File: src/rtl/grf_wb_arbiter.sv
// Write-back arbiter for the GRF write port: merges the non-stallable W-stage write
// with a FIFO-buffered long-latency producer, one registered write per cycle.
module grf_wb_arbiter #(
    parameter int unsigned DEPTH   = 4,
    parameter int unsigned MAXWAIT = 8
) (
    input  logic                   clk,
    input  logic                   clr_n,
    input  logic                   p_valid,
    input  logic [4:0]             p_a3,
    input  logic [31:0]            p_wd,
    input  logic [31:0]            p_pc,
    input  logic                   l_valid,
    output logic                   l_ready,
    input  logic [4:0]             l_a3,
    input  logic [31:0]            l_wd,
    input  logic [31:0]            l_pc,
    output logic                   grf_we,
    output logic [4:0]             grf_a3,
    output logic [31:0]            grf_wd,
    output logic [31:0]            grf_pc,
    output logic [31:0]            pend,
    output logic [$clog2(DEPTH):0] fifo_cnt,
    output logic                   stall_req,
    output logic                   proto_err
);

    localparam int unsigned PW = $clog2(DEPTH);
    localparam int unsigned CW = PW + 1;
    localparam int unsigned AW = $clog2(MAXWAIT + 1);

    logic [4:0]       q_a3 [DEPTH];
    logic [31:0]      q_wd [DEPTH];
    logic [31:0]      q_pc [DEPTH];
    logic [DEPTH-1:0] q_live;
    logic [PW-1:0]    rd_ptr;
    logic [PW-1:0]    wr_ptr;
    logic [CW-1:0]    cnt_q;
    logic [AW-1:0]    age_q;
    logic [AW-1:0]    age_nxt;
    logic             p_iss;
    logic             push;
    logic             enq;
    logic             pop;
    logic             head_live;
    logic             full;
    logic             empty;

    assign full      = (cnt_q == CW'(DEPTH));
    assign empty     = (cnt_q == CW'(0));
    assign l_ready   = clr_n && !full;
    assign stall_req = (age_q == AW'(MAXWAIT));
    assign fifo_cnt  = cnt_q;

    // Pipeline always wins; otherwise the head drains, squashed heads silently.
    always_comb begin
        p_iss     = p_valid && (p_a3 != 5'd0);
        push      = l_valid && l_ready;
        enq       = push && (l_a3 != 5'd0);
        head_live = q_live[rd_ptr];
        pop       = !p_iss && !empty;
        age_nxt   = age_q;
        if (empty || pop) begin
            age_nxt = AW'(0);
        end else if (head_live && (age_q != AW'(MAXWAIT))) begin
            age_nxt = age_q + AW'(1);
        end
    end

    // Live flags are cleared on pop, so a set flag always means a held entry.
    always_comb begin
        pend = 32'd0;
        for (int unsigned i = 0; i < DEPTH; i++) begin
            if (q_live[i]) begin
                pend[q_a3[i]] = 1'b1;
            end
        end
        pend[0] = 1'b0;
    end

    always_ff @(posedge clk) begin
        if (enq) begin
            q_a3[wr_ptr] <= l_a3;
            q_wd[wr_ptr] <= l_wd;
            q_pc[wr_ptr] <= l_pc;
        end
    end

    always_ff @(posedge clk or negedge clr_n) begin
        if (!clr_n) begin
            rd_ptr    <= '0;
            wr_ptr    <= '0;
            cnt_q     <= '0;
            age_q     <= '0;
            q_live    <= '0;
            grf_we    <= 1'b0;
            grf_a3    <= 5'd0;
            grf_wd    <= 32'd0;
            grf_pc    <= 32'd0;
            proto_err <= 1'b0;
        end else begin
            cnt_q <= cnt_q + CW'(enq) - CW'(pop);
            age_q <= age_nxt;
            if (p_iss && stall_req) begin
                proto_err <= 1'b1;
            end
            if (pop) begin
                rd_ptr <= rd_ptr + PW'(1);
            end
            if (enq) begin
                wr_ptr <= wr_ptr + PW'(1);
            end
            // Squash older entries first; a same-cycle push is newer and stays live.
            for (int unsigned i = 0; i < DEPTH; i++) begin
                if (p_iss && (q_a3[i] == p_a3)) begin
                    q_live[i] <= 1'b0;
                end
            end
            if (pop) begin
                q_live[rd_ptr] <= 1'b0;
            end
            if (enq) begin
                q_live[wr_ptr] <= 1'b1;
            end
            if (p_iss) begin
                grf_we <= 1'b1;
                grf_a3 <= p_a3;
                grf_wd <= p_wd;
                grf_pc <= p_pc;
            end else if (pop && head_live) begin
                grf_we <= 1'b1;
                grf_a3 <= q_a3[rd_ptr];
                grf_wd <= q_wd[rd_ptr];
                grf_pc <= q_pc[rd_ptr];
            end else begin
                grf_we <= 1'b0;
            end
        end
    end

endmodule

File: config.mk
export PLATFORM = sky130hd
export DESIGN_NAME = grf_wb_arbiter
export DESIGN_NICKNAME = d
export VERILOG_FILES = /design/src/rtl/grf_wb_arbiter.sv
export SDC_FILE = /design/constraint.sdc
export NUM_CORES = 1
export LEC_CHECK = 0
export CORE_MARGIN = 5
export CORE_UTILIZATION = 30
export DETAILED_ROUTE_END_ITERATION = 8
export PLACE_DENSITY = 0.46
export SLEW_MARGIN = 30
export SYNTH_ARGS = -nofsm -noshare
export SYNTH_HDL_FRONTEND = slang
export SYNTH_SLANG_ARGS = --single-unit
File: constraint.sdc
create_clock -name clk -period 5.1 [get_ports clk]
set_clock_uncertainty 0.05 [all_clocks]
set_input_delay 0.51 -clock clk [delete_from_list [all_inputs] [get_ports clk]]
set_output_delay 0.51 -clock clk [all_outputs]
set_load 0.005 [all_outputs]
==> impl_metrics.env <==
export IMPL_path_class="reg -> out"
export IMPL_crit_arrival_ps=2650
export IMPL_min_period_ps=3214
export IMPL_die_y_um=237.2
export IMPL_cts_sinks=362
export IMPL_seq_power_share_pct=40.4
export IMPL_syn_nets=1096
export IMPL_drv_slew=0
export IMPL_p_clk_share_pct=29.2
export IMPL_reg2reg_depth=5
export IMPL_drtPass1Iterations=5
export IMPL_flow_area_growth_from_synthesis_pct=29.27
export IMPL_tightest_slew_ps=880.8
export IMPL_cp_required_ps=4540
export IMPL_vias=9222
export IMPL_p_int_mw=7.127
export IMPL_cts_tree="done"
export IMPL_insertion_delay_ps=550
export IMPL_fin_tns_setup_ps=0
export IMPL_power_frac_comb_pct=30.5
export IMPL_dieArea_um2=56250
export IMPL_cts_resized=0
export IMPL_power_switching_mw=3.070
export IMPL_status="finished, final reports clean"
export IMPL_critPathLaunchType="flop"
export IMPL_hold_ws_ps=400.1
export IMPL_max_slew_margin_pct=41.28
export IMPL_hp_class="in -> async"
export IMPL_synth_seq_cells=362
export IMPL_core_um2=51200
export IMPL_cp_max_fo=8
export IMPL_portBuffers=248
export IMPL_num_fill_cells=4787
export IMPL_gr_total_overflow=0
export IMPL_dpl_hpwl_um=25450
export IMPL_r2r_setup_slack_ps=2160
export IMPL_swShare_pct=30.11
export IMPL_synth_warning_count=0
export IMPL_finalHoldViolations=0
export IMPL_place_gp_congestion=0.7826
export IMPL_drtIter0Drc=654
export IMPL_syn_instance_count=941
export IMPL_r2r_start="rd_ptr[0]$_DFFE_PN0N_"
export IMPL_reg2reg_to="grf_wd[16]$_DFFE_PN0P_"
export IMPL_grt_pass1_vias=9881
export IMPL_synth_edff_count=276
export IMPL_clock_fmax_mhz=311.1
export IMPL_avgSynthCellArea_um2=16.45
export IMPL_async_reset_ff_share_pct=23.76
export IMPL_final_common_cell="edfxtp_1"
export IMPL_antenna_found_initial=3
export IMPL_ant_nets=0
export IMPL_period_share_pct=63.02
export IMPL_wirelength_um=41290
export IMPL_die_x_um=237.2
export IMPL_detail_route_wl_per_cell_um=21.84
export IMPL_ioPinCount=250
export IMPL_cts_clk_slew_worst_paths_ps=60
export IMPL_mappedNetlistArea_um2=15480
export IMPL_clockBufferDepth=3
export IMPL_start_util_pct=30.24
export IMPL_drv_cap=0
export IMPL_rows=83
export IMPL_viasPerCell=4.877
export IMPL_numCtsBuffers=43
export IMPL_final_cell_mix="edfxtp_1 (276), clkdlybuf4s50_1 (247), dfrtp_1 (84)"
export IMPL_grt_pass1_wl_um=62520
export IMPL_grt_max_degree=133
export IMPL_remaining_drc_errors=0
export IMPL_track_usage_pct=14.31
export IMPL_rsz0062_at_grt="false"
export IMPL_drive_gt1_share_pct=14.81
export IMPL_synth_cell_types=48
export IMPL_critPathCaptureType="output pin"
export IMPL_total_power_mw=10.20
export IMPL_root_buffer="clkbuf_16"
export IMPL_yosys_most_used_dff="edfxtp_1"
export IMPL_fin_nets=1329
export IMPL_setup_viol=0
export IMPL_powerDensity_nw_per_um2=509.4
export IMPL_leakagePower_nw=6.904
export IMPL_peakVddDrop_uv=265.3
export IMPL_ctsHtreeMaxLevel=2
export IMPL_ys_seq_area_share_pct=67.43
==> worst max-delay path: stages, from the launching register on <==
cell and delay [ps]:
edfxtp_1 500, nor2_1 670, a22oi_1 210, o221ai_1 170, clkdlybuf4s50_1 570
==> power by group through the flow <==
stage               registers, mW  logic [mW]  clock network (mW)
finish                       4.11        3.11                2.98
detailed placement           4.18        3.20                   0
global placement             4.18        3.20                   0
global route                 4.19        3.41                3.20
floorplan                    4.06        1.84                   0
CTS                          4.13        3.20                3.08
==> through the flow <==
stage / utilization [%] / std cells / instance area [µm²] / setup slack, ps
after global placement: 36.31 / 1808 / 18590 / 1435
after floorplan: - / 941 / 15480 / 1695
final: 39.09 / 1891 / 20020 / 1886
after CTS: 39.06 / 1889 / 20000 / 1704
after global routing: 39.08 / 1889 / 20010 / 1732
after detailed placement: 36.32 / 1808 / 18600 / 1421
==> synthesized netlist by cell type (8+ instances only) <==
library cell    n  share of area, %
inv_1          12              0.29
a22oi_1        14              0.68
o21ai_0        50               1.6
ha_1           12              0.97
clkbuf_1       36              0.87
xor2_1         10              0.57
o221ai_1       14              0.79
dfrtp_1        86                14
o21ai_2        10              0.57
mux2i_1        69               4.5
edfxtp_1      276                54
a21oi_1         8              0.26
nand3b_1       11              0.53
nand3_1        74               2.4
nand2_1        22              0.53
nor3b_1        12              0.58
o22ai_1        10              0.40
buf_6          11              0.80
xnor2_1        17              0.96
mux4_2         70                10
buf_2          15              0.48
a221o_1        10              0.65
nor2_1         20              0.48
o21ai_1        10              0.32
==> logic make-up after synthesis <==
family	after synthesis	synth area share, %
xor+xnor	27	1.527
other cells	1	0.02422
mux	141	14.79
compound gates	145	6.287
simple gates	168	5.875
flops	362	67.43
buf+inv	84	2.974
fa+ha+maj	13	1.099
==> worst max-delay path by stage <==
stage / startpoint / to
after floorplan: clr_n / q_a3[0][0]$_DFFE_PP_
final: q_a3[0][1]$_DFFE_PP_ / pend[17]
after detailed placement: p_a3[2] / fifo_cnt[2]$_DFF_PN0_
after global routing: clr_n / fifo_cnt[2]$_DFF_PN0_
after CTS: q_a3[0][1]$_DFFE_PP_ / pend[16]
after global placement: p_a3[2] / fifo_cnt[2]$_DFF_PN0_
==> flip-flops by register name, summed over array words and instances, names as in the netlist <==
signal / cells
grf_wd: 32
wr_ptr: 2
age_q: 4
fifo_cnt: 3
grf_pc: 32
proto_err: 1
rd_ptr: 2
q_live: 4
grf_we: 1
q_pc: 128
grf_a3: 5
q_wd: 128
q_a3: 20
==> final cells by class <==
type,instances,area [µm²],share of cell area (%)
flip-flops and latches,362,10450,52.20
multi-input cells,495,4619,23.08
repair buffers,260,2655,13.27
clock buffers,59,1207,6.032
well taps,680,850.8,4.251
clock inverters,21,185.2,0.9252
inverters,12,45.04,0.2250
diodes,2,5.005,0.02500
==> per-layer routing <==
metal	vias to the layer above	GRT usage (%)	routed length (µm)
met3	71	3.446	2382
met1	4666	18.90	18050
met2	284	23.78	19990
li1	4199	-	-
met5	-	0	7
met4	2	3.953	868
==> repair_timing <==
action | CTS | global route
buffers inserted | 0 | 0
hold buffers | 1 | 0
endpoints found under the hold margin | 28 | 0
No activity file was read; power rests on OpenSTA's default activity.
